File: src/rtl/vga_window_compositor.sv
// -----------------------------------------------------------------------------
// vga_window_compositor
//
// Three-stage pixel compositor for the VGA clock/alarm display. Up to NUM_WIN
// rectangular bitmap windows, all fetched from one shared synchronous image
// ROM, are layered over a background colour. Window 0 has highest priority.
//
//   stage 1 : hit detect, priority resolve, window-relative dx/dy
//   stage 2 : ROM address = base + dy*w + dx (registered, drives the ROM)
//   stage 3 : colour select against rom_data (ROM has 1-cycle read latency)
//
// Optional feature macro: VGA_COMP_BLINK_EN
//   defined   : free-running blink timer, per-window blinking, alarm inversion
//   undefined : no timer, blink_phase is constant 0 (win_blink/alarm_on inert)
//
// Ports
//   clk, rst                 pixel clock, asynchronous active-low reset
//   pixel_x, pixel_y         current pixel coordinates (10 bits each)
//   video_on, hsync, vsync   sync-generator outputs for the current pixel
//   win_x0/y0/w/h            flattened geometry, window i at [10i+9:10i]
//   win_base                 flattened ROM base address per window
//   win_blink                per-window blink enable
//   cursor_en, cursor_win    highlight enable and highlighted window index
//   alarm_on                 alarm active (whole-screen inversion on blink)
//   bg_color                 background colour
//   rom_addr / rom_data      image ROM address out / data in
//   color                    composited pixel, 3 cycles after pixel_x/y
//   hsync_o, vsync_o,
//   video_on_o               sync signals delayed to align with color
// -----------------------------------------------------------------------------
module vga_window_compositor #(
  parameter int                 NUM_WIN   = 5,
  parameter int                 COLOR_W   = 8,
  parameter int                 ADDR_W    = 15,
  parameter int                 BLINK_DIV = 16666666,
  parameter logic [COLOR_W-1:0] KEY_COLOR = COLOR_W'(8'hE3),
  localparam int                IDX_W     = (NUM_WIN > 1) ? $clog2(NUM_WIN) : 1
) (
  input  logic                      clk,
  input  logic                      rst,
  input  logic [9:0]                pixel_x,
  input  logic [9:0]                pixel_y,
  input  logic                      video_on,
  input  logic                      hsync,
  input  logic                      vsync,
  input  logic [NUM_WIN*10-1:0]     win_x0,
  input  logic [NUM_WIN*10-1:0]     win_y0,
  input  logic [NUM_WIN*10-1:0]     win_w,
  input  logic [NUM_WIN*10-1:0]     win_h,
  input  logic [NUM_WIN*ADDR_W-1:0] win_base,
  input  logic [NUM_WIN-1:0]        win_blink,
  input  logic                      cursor_en,
  input  logic [IDX_W-1:0]          cursor_win,
  input  logic                      alarm_on,
  input  logic [COLOR_W-1:0]        bg_color,
  output logic [ADDR_W-1:0]         rom_addr,
  input  logic [COLOR_W-1:0]        rom_data,
  output logic [COLOR_W-1:0]        color,
  output logic                      hsync_o,
  output logic                      vsync_o,
  output logic                      video_on_o
);

  localparam int SUM_W = (ADDR_W > 20) ? ADDR_W : 20;

  // ---------------------------------------------------------------------------
  // Stage 1: hit detect
  // ---------------------------------------------------------------------------
  // 11-bit end coordinates so x0+w cannot wrap back into range.
  function automatic logic win_hit(input logic [9:0] px, input logic [9:0] py,
                                   input logic [9:0] x0, input logic [9:0] y0,
                                   input logic [9:0] w,  input logic [9:0] h);
    logic [10:0] x_end;
    logic [10:0] y_end;
    x_end = {1'b0, x0} + {1'b0, w};
    y_end = {1'b0, y0} + {1'b0, h};
    return (w != 10'd0) && (h != 10'd0) &&
           (px >= x0) && ({1'b0, px} < x_end) &&
           (py >= y0) && ({1'b0, py} < y_end);
  endfunction

  logic             hit_c;
  logic [IDX_W-1:0] idx_c;
  logic [9:0]       dx_c;
  logic [9:0]       dy_c;

  // Scan from lowest priority upwards so the lowest hit index is the last
  // assignment and therefore wins.
  always_comb begin
    hit_c = 1'b0;
    idx_c = '0;
    dx_c  = '0;
    dy_c  = '0;
    for (int i = NUM_WIN - 1; i >= 0; i--) begin
      if (win_hit(pixel_x, pixel_y, win_x0[10*i +: 10], win_y0[10*i +: 10],
                  win_w[10*i +: 10], win_h[10*i +: 10])) begin
        hit_c = 1'b1;
        idx_c = IDX_W'(i);
        dx_c  = pixel_x - win_x0[10*i +: 10];
        dy_c  = pixel_y - win_y0[10*i +: 10];
      end
    end
  end

  logic             hit_s1;
  logic [IDX_W-1:0] idx_s1;
  logic [9:0]       dx_s1;
  logic [9:0]       dy_s1;
  logic             vid_s1;
  logic             hs_s1;
  logic             vs_s1;

  always_ff @(posedge clk or negedge rst) begin
    if (!rst) begin
      hit_s1 <= 1'b0;
      idx_s1 <= '0;
      dx_s1  <= '0;
      dy_s1  <= '0;
      vid_s1 <= 1'b0;
      hs_s1  <= 1'b1;
      vs_s1  <= 1'b1;
    end else begin
      hit_s1 <= hit_c;
      idx_s1 <= idx_c;
      dx_s1  <= dx_c;
      dy_s1  <= dy_c;
      vid_s1 <= video_on;
      hs_s1  <= hsync;
      vs_s1  <= vsync;
    end
  end

  // ---------------------------------------------------------------------------
  // Stage 2: ROM address
  // ---------------------------------------------------------------------------
  // Width and base are taken from the live geometry inputs for the window
  // resolved in stage 1.
  logic [9:0]        w_sel;
  logic [ADDR_W-1:0] base_sel;
  logic [19:0]       prod;
  logic [SUM_W-1:0]  addr_sum;

  always_comb begin
    w_sel    = '0;
    base_sel = '0;
    for (int i = 0; i < NUM_WIN; i++) begin
      if (idx_s1 == IDX_W'(i)) begin
        w_sel    = win_w[10*i +: 10];
        base_sel = win_base[ADDR_W*i +: ADDR_W];
      end
    end
  end

  assign prod     = dy_s1 * w_sel;
  assign addr_sum = SUM_W'(base_sel) + SUM_W'(prod) + SUM_W'(dx_s1);

  logic             hit_s2;
  logic [IDX_W-1:0] idx_s2;
  logic             vid_s2;
  logic             hs_s2;
  logic             vs_s2;

  always_ff @(posedge clk or negedge rst) begin
    if (!rst) begin
      rom_addr <= '0;
      hit_s2   <= 1'b0;
      idx_s2   <= '0;
      vid_s2   <= 1'b0;
      hs_s2    <= 1'b1;
      vs_s2    <= 1'b1;
    end else begin
      rom_addr <= addr_sum[ADDR_W-1:0];
      hit_s2   <= hit_s1;
      idx_s2   <= idx_s1;
      vid_s2   <= vid_s1;
      hs_s2    <= hs_s1;
      vs_s2    <= vs_s1;
    end
  end

  // ---------------------------------------------------------------------------
  // Stage 3 alignment registers; rom_data arrives in the same cycle.
  // ---------------------------------------------------------------------------
  logic             hit_s3;
  logic [IDX_W-1:0] idx_s3;

  always_ff @(posedge clk or negedge rst) begin
    if (!rst) begin
      hit_s3     <= 1'b0;
      idx_s3     <= '0;
      video_on_o <= 1'b0;
      hsync_o    <= 1'b1;
      vsync_o    <= 1'b1;
    end else begin
      hit_s3     <= hit_s2;
      idx_s3     <= idx_s2;
      video_on_o <= vid_s2;
      hsync_o    <= hs_s2;
      vsync_o    <= vs_s2;
    end
  end

  // ---------------------------------------------------------------------------
  // Blink timer
  // ---------------------------------------------------------------------------
  logic blink_phase;

`ifdef VGA_COMP_BLINK_EN
  localparam int               CNT_W    = (BLINK_DIV > 1) ? $clog2(BLINK_DIV) : 1;
  localparam logic [CNT_W-1:0] CNT_LAST = CNT_W'(BLINK_DIV - 1);

  logic [CNT_W-1:0] blink_cnt;

  always_ff @(posedge clk or negedge rst) begin
    if (!rst) begin
      blink_cnt   <= '0;
      blink_phase <= 1'b0;
    end else if (blink_cnt == CNT_LAST) begin
      blink_cnt   <= '0;
      blink_phase <= ~blink_phase;
    end else begin
      blink_cnt   <= blink_cnt + 1'b1;
    end
  end
`else
  logic unused_blink_div;

  assign blink_phase      = 1'b0;
  assign unused_blink_div = (BLINK_DIV > 0);
`endif

  // ---------------------------------------------------------------------------
  // Stage 3: colour select
  // ---------------------------------------------------------------------------
  logic               blink_sel;
  logic               cursor_hit;
  logic [COLOR_W-1:0] color_c;

  always_comb begin
    blink_sel = 1'b0;
    for (int i = 0; i < NUM_WIN; i++) begin
      if (idx_s3 == IDX_W'(i)) begin
        blink_sel = win_blink[i];
      end
    end
  end

  // Out-of-range cursor indices highlight nothing.
  assign cursor_hit = cursor_en && (int'(cursor_win) < NUM_WIN) &&
                      (idx_s3 == cursor_win);

  // Key colour shows background directly; it never reveals a lower window.
  always_comb begin
    color_c = bg_color;
    if (!hit_s3 || (rom_data == KEY_COLOR)) begin
      color_c = bg_color;
    end else if (blink_sel && blink_phase) begin
      color_c = bg_color;
    end else if (cursor_hit) begin
      color_c = ~rom_data;
    end else begin
      color_c = rom_data;
    end
    if (alarm_on && blink_phase) begin
      color_c = ~color_c;
    end
    if (!video_on_o) begin
      color_c = '0;
    end
  end

  assign color = color_c;

endmodule

File: config.mk
export PLATFORM = sky130hd
export DESIGN_NAME = vga_window_compositor
export DESIGN_NICKNAME = d
export VERILOG_FILES = /design/src/rtl/vga_window_compositor.sv
export SDC_FILE = /design/constraint.sdc
export NUM_CORES = 1
export LEC_CHECK = 0
export BUFFER_PORTS_ARGS = -buffer_cell sky130_fd_sc_hd__buf_2
export CORE_MARGIN = 2
export CORE_UTILIZATION = 45
export DETAILED_ROUTE_END_ITERATION = 8
export HOLD_SLACK_MARGIN = 0.06
export PLACE_DENSITY = 0.68
export SYNTH_ARGS = -nofsm -noshare
export SYNTH_HDL_FRONTEND = slang
export SYNTH_SLANG_ARGS = --single-unit
export TNS_END_PERCENT = 1
File: constraint.sdc
create_clock -name clk -period 16.2 [get_ports clk]
set_input_delay 4.05 -clock clk [delete_from_list [all_inputs] [get_ports clk]]
set_output_delay 4.05 -clock clk [all_outputs]
set_load 0.005 [all_outputs]
==> flow_results.xml <==
<?xml version="1.0" encoding="UTF-8"?>
<metrics>
  <group name="status">
    <metric name="status" unit="">complete, no violations</metric>
  </group>
  <group name="flow_run">
    <metric name="cap_violations" unit="">0</metric>
  </group>
  <group name="detailed_routing">
    <metric name="route.antenna.remaining_nets" unit="">0</metric>
    <metric name="drtPass1Iterations" unit="">6</metric>
    <metric name="detail_route.drc_violations" unit="">0</metric>
    <metric name="drt-wirelength-per-cell" unit="um">19.1</metric>
    <metric name="wl" unit="um">56400</metric>
    <metric name="vias" unit="">17100</metric>
    <metric name="detailedRoute.firstIterationViolations" unit="">1198</metric>
    <metric name="average_via_count_per_standard_cell" unit="">5.80</metric>
  </group>
  <group name="yosys">
    <metric name="synthCells" unit="">2121</metric>
    <metric name="synth_sequential_area_ratio" unit="">0.0811</metric>
    <metric name="synth_enable_flop_cells" unit="">0</metric>
    <metric name="postSynthNetCount" unit="">2869</metric>
    <metric name="yosys_register_bits" unit="">56</metric>
    <metric name="post_synth.cell_area_avg" unit="um^2">8.19</metric>
    <metric name="distinct_cells_synth" unit="">88</metric>
    <metric name="yosys_warnings" unit="">0</metric>
    <metric name="synth.cell_area" unit="mm^2">0.0174</metric>
    <metric name="async_flop_share" unit="">1.00</metric>
    <metric name="synth_top_flop_cell" unit="">sky130_fd_sc_hd__dfrtp_1</metric>
  </group>
  <group name="layout">
    <metric name="layout.cells.most_common_list" unit="">345 x sky130_fd_sc_hd__buf_2, 324 x sky130_fd_sc_hd__ha_1, 275 x sky130_fd_sc_hd__inv_1</metric>
    <metric name="layout.nets" unit="">3191</metric>
    <metric name="most_common_cell_after_layout_fill_and_taps_aside" unit="">sky130_fd_sc_hd__buf_2</metric>
    <metric name="postLayoutCoreUtil" unit="">0.522</metric>
    <metric name="area_growth" unit="%">13.7</metric>
    <metric name="drive_above_1_share" unit="">0.170</metric>
    <metric name="insertedDiodeCount" unit="">0</metric>
  </group>
  <group name="die">
    <metric name="effective_utilization_at_floorplan" unit="">0.459</metric>
    <metric name="coreArea" unit="mm^2">0.0378</metric>
    <metric name="io_pins" unit="">352</metric>
    <metric name="die_height" unit="um">201</metric>
    <metric name="dieArea" unit="mm^2">0.0402</metric>
    <metric name="die_width" unit="um">201</metric>
    <metric name="core.rowCount" unit="">71</metric>
  </group>
  <group name="global_routing">
    <metric name="largest_net_degree_at_the_start_of_global_routing" unit="">57</metric>
    <metric name="antenna_found_initial" unit="">1</metric>
    <metric name="grt-ovfl-total" unit="">0</metric>
    <metric name="first_global_vias" unit="">17100</metric>
    <metric name="grt_first_pass_wirelength" unit="um">88500</metric>
    <metric name="global_route_usage_over_all_layers" unit="">0.273</metric>
  </group>
  <group name="timing">
    <metric name="slew_at_the_pin_closest_to_its_max_slew_limit" unit="ns">1.13</metric>
    <metric name="timing_hold_violations_final" unit="">0</metric>
    <metric name="final_period_minus_worst_setup_slack" unit="ns">9.68</metric>
    <metric name="maxClockFrequency" unit="MHz">103</metric>
    <metric name="rsz0062_at_grt" unit="">no</metric>
    <metric name="final-setup-viol-count" unit="">0</metric>
    <metric name="fin_skew" unit="ns">0.00480</metric>
    <metric name="setup_total_negative_slack" unit="ns">0</metric>
    <metric name="worst_slew_margin_rel" unit="">0.239</metric>
    <metric name="drv_slew" unit="">0</metric>
    <metric name="layout_worst_path_cycle_share" unit="">0.598</metric>
    <metric name="postLayoutSetupSlackWorst" unit="ns">6.52</metric>
  </group>
  <group name="power_and_ir_drop">
    <metric name="power.share.sequential" unit="">0.102</metric>
    <metric name="power.share.clock" unit="">0.044</metric>
    <metric name="power.combinational.fraction" unit="">0.855</metric>
    <metric name="pwr_density_cell" unit="mW/mm^2">124</metric>
    <metric name="leakagePower" unit="nW">9.98</metric>
    <metric name="internal-power" unit="mW">1.21</metric>
    <metric name="post-layout-total-power" unit="mW">2.46</metric>
    <metric name="swShare" unit="">0.509</metric>
    <metric name="ir_worst_vdd" unit="uV">148</metric>
    <metric name="switching_pwr" unit="mW">1.25</metric>
  </group>
  <group name="clock_network">
    <metric name="cts_resized" unit="">0</metric>
    <metric name="numCtsBuffers" unit="">5</metric>
    <metric name="clk_latency" unit="ns">0.30</metric>
    <metric name="clkSinkCount" unit="">56</metric>
    <metric name="clkSlewWorstSetupHoldPaths" unit="ns">0.07</metric>
    <metric name="tritoncts" unit="">done</metric>
    <metric name="cts_stage_hold_buffer_count" unit="">0</metric>
    <metric name="cts-root-buf" unit="">sky130_fd_sc_hd__clkbuf_16</metric>
    <metric name="h_tree_depth" unit="">2</metric>
    <metric name="cts_setup_buffers" unit="">0</metric>
    <metric name="cts_max_path_buffers" unit="">2</metric>
  </group>
  <group name="setup_path">
    <metric name="cpMostUsedCell" unit="">sky130_fd_sc_hd__buf_2</metric>
    <metric name="worst-setup-path-type" unit="">primary input to primary output</metric>
    <metric name="cpMaxStageDelayCell" unit="">sky130_fd_sc_hd__nor2_1</metric>
    <metric name="cells_traversed_along_the_worst_timing_path" unit="">buf_2, nor4_1, a21oi_1, nor2_1, xnor2_1, nand2_1, o211a_1, buf_2</metric>
    <metric name="slowest_delay" unit="ns">0.59</metric>
    <metric name="critical_path.endpoint_type" unit="">primary output</metric>
    <metric name="cp_data_required_time" unit="ns">12.15</metric>
    <metric name="critPathMaxFanout" unit="">8</metric>
    <metric name="worst-endpoint-arrival" unit="ns">5.63</metric>
    <metric name="worst_setup_path_start_kind" unit="">primary input</metric>
  </group>
  <group name="min_path">
    <metric name="min_path_type" unit="">register to register</metric>
  </group>
  <group name="placed_design">
    <metric name="dp.final_hpwl" unit="um">48100</metric>
    <metric name="io_buffers" unit="">345</metric>
    <metric name="setup_ws_pre_cts" unit="ns">6.52</metric>
    <metric name="place_congestion" unit="">0.949</metric>
  </group>
</metrics>
-- registers in the layout, indices dropped and copies added (netlist names), 3 cells and up --
name      count
idx_s1        3
idx_s3        3
dy_s1        10
rom_addr     15
dx_s1        10
idx_s2        3
-- power by group through the flow --
stage / registers [mW] / clock network, mW / logic, mW
floorplan: 0.233 / 0 / 1.61
global placement: 0.252 / 0 / 2.01
detailed placement: 0.253 / 0 / 2.07
CTS: 0.250 / 0.110 / 2.10
global route: 0.256 / 0.116 / 2.39
finish: 0.250 / 0.107 / 2.10
-- per-stage QoR --
| stage | std cells | hold WS [ns] | cell area, um^2 |
|---|---|---|---|
| 4_1_cts | 2955 | 0.345 | 19800 |
| 5_1_grt | 2955 | 0.359 | 19800 |
| 3_5_place_dp | 2947 | 0.336 | 19600 |
| 6_report | 2955 | 0.345 | 19800 |
| 2_1_floorplan | 2121 | 0.331 | 17400 |
| 3_3_place_gp | 2947 | 0.333 | 19600 |
-- routing by layer --
layer,vias up,GRT usage,wire (um)
met2,534,0.499,27700
met5,-,0,13
met3,84,0.0195,2700
met1,8209,0.347,24400
met4,2,0.0714,1530
li1,8299,-,-
-- synthesized netlist by cell type (22+ instances only) --
cell / count / share of area
sky130_fd_sc_hd__a211oi_1: 31 / 0.013
sky130_fd_sc_hd__a21o_1: 53 / 0.023
sky130_fd_sc_hd__a21oi_1: 158 / 0.046
sky130_fd_sc_hd__and2_1: 29 / 0.010
sky130_fd_sc_hd__dfrtp_1: 50 / 0.072
sky130_fd_sc_hd__fa_1: 98 / 0.11
sky130_fd_sc_hd__ha_1: 324 / 0.23
sky130_fd_sc_hd__inv_1: 275 / 0.059
sky130_fd_sc_hd__nand2_1: 110 / 0.024
sky130_fd_sc_hd__nand2b_1: 41 / 0.015
sky130_fd_sc_hd__nand3_1: 50 / 0.014
sky130_fd_sc_hd__nor2_1: 113 / 0.024
sky130_fd_sc_hd__nor2b_1: 54 / 0.019
sky130_fd_sc_hd__nor3_1: 67 / 0.019
sky130_fd_sc_hd__nor4_1: 22 / 0.0079
sky130_fd_sc_hd__o21ai_0: 94 / 0.027
sky130_fd_sc_hd__o21bai_1: 25 / 0.011
sky130_fd_sc_hd__or4_1: 24 / 0.010
sky130_fd_sc_hd__xnor2_1: 103 / 0.052
sky130_fd_sc_hd__xor2_1: 43 / 0.022
-- final cells by class --
cell class	count	area [um^2]
clock inverters	3	22.5
inverters	275	1030
well taps	511	639
repair buffers	352	1780
multi-input cells	1753	14800
flip-flops and latches	56	1410
fillers	3664	18100
clock buffers	5	125
-- worst max-delay path: cells and delay by family --
| kind | cells | cell delay (ns) |
|---|---|---|
| AND/OR/NAND/NOR | 3 | 0.92 |
| buffers and inverters | 2 | 0.24 |
| AO/OA/AOI/OAI | 2 | 0.22 |
| XOR/XNOR | 1 | 0.19 |
-- final timing paths --
check	from	endpoint	slack (ns)	depth (start not counted)
max	cursor_win[1]	color[4]	6.52	8
min	idx_s2[2]$_DFF_PN0_	idx_s3[2]$_DFF_PN0_	0.34	0
max reg2reg	idx_s1[1]$_DFF_PN0_	rom_addr[13]$_DFF_PN0_	9.19	21
min reg2reg	idx_s2[2]$_DFF_PN0_	idx_s3[2]$_DFF_PN0_	0.34	0
max in group asynchronous	rst	idx_s1[0]$_DFF_PN0_	11.82	2
min in group asynchronous	rst	rom_addr[14]$_DFF_PN0_	3.86	2
-- cells by family (layout without fill, tap and decap cells) --
family	count (synthesis)	count (layout)	share of synthesized area
compound gates	555	555	0.216
xor+xnor	146	146	0.0736
fa+ha+maj	422	422	0.346
buf+inv	312	635	0.0702
flops	56	56	0.0811
mux	31	31	0.0308
simple gates	599	599	0.182
Power figures use the tool's default switching activity.
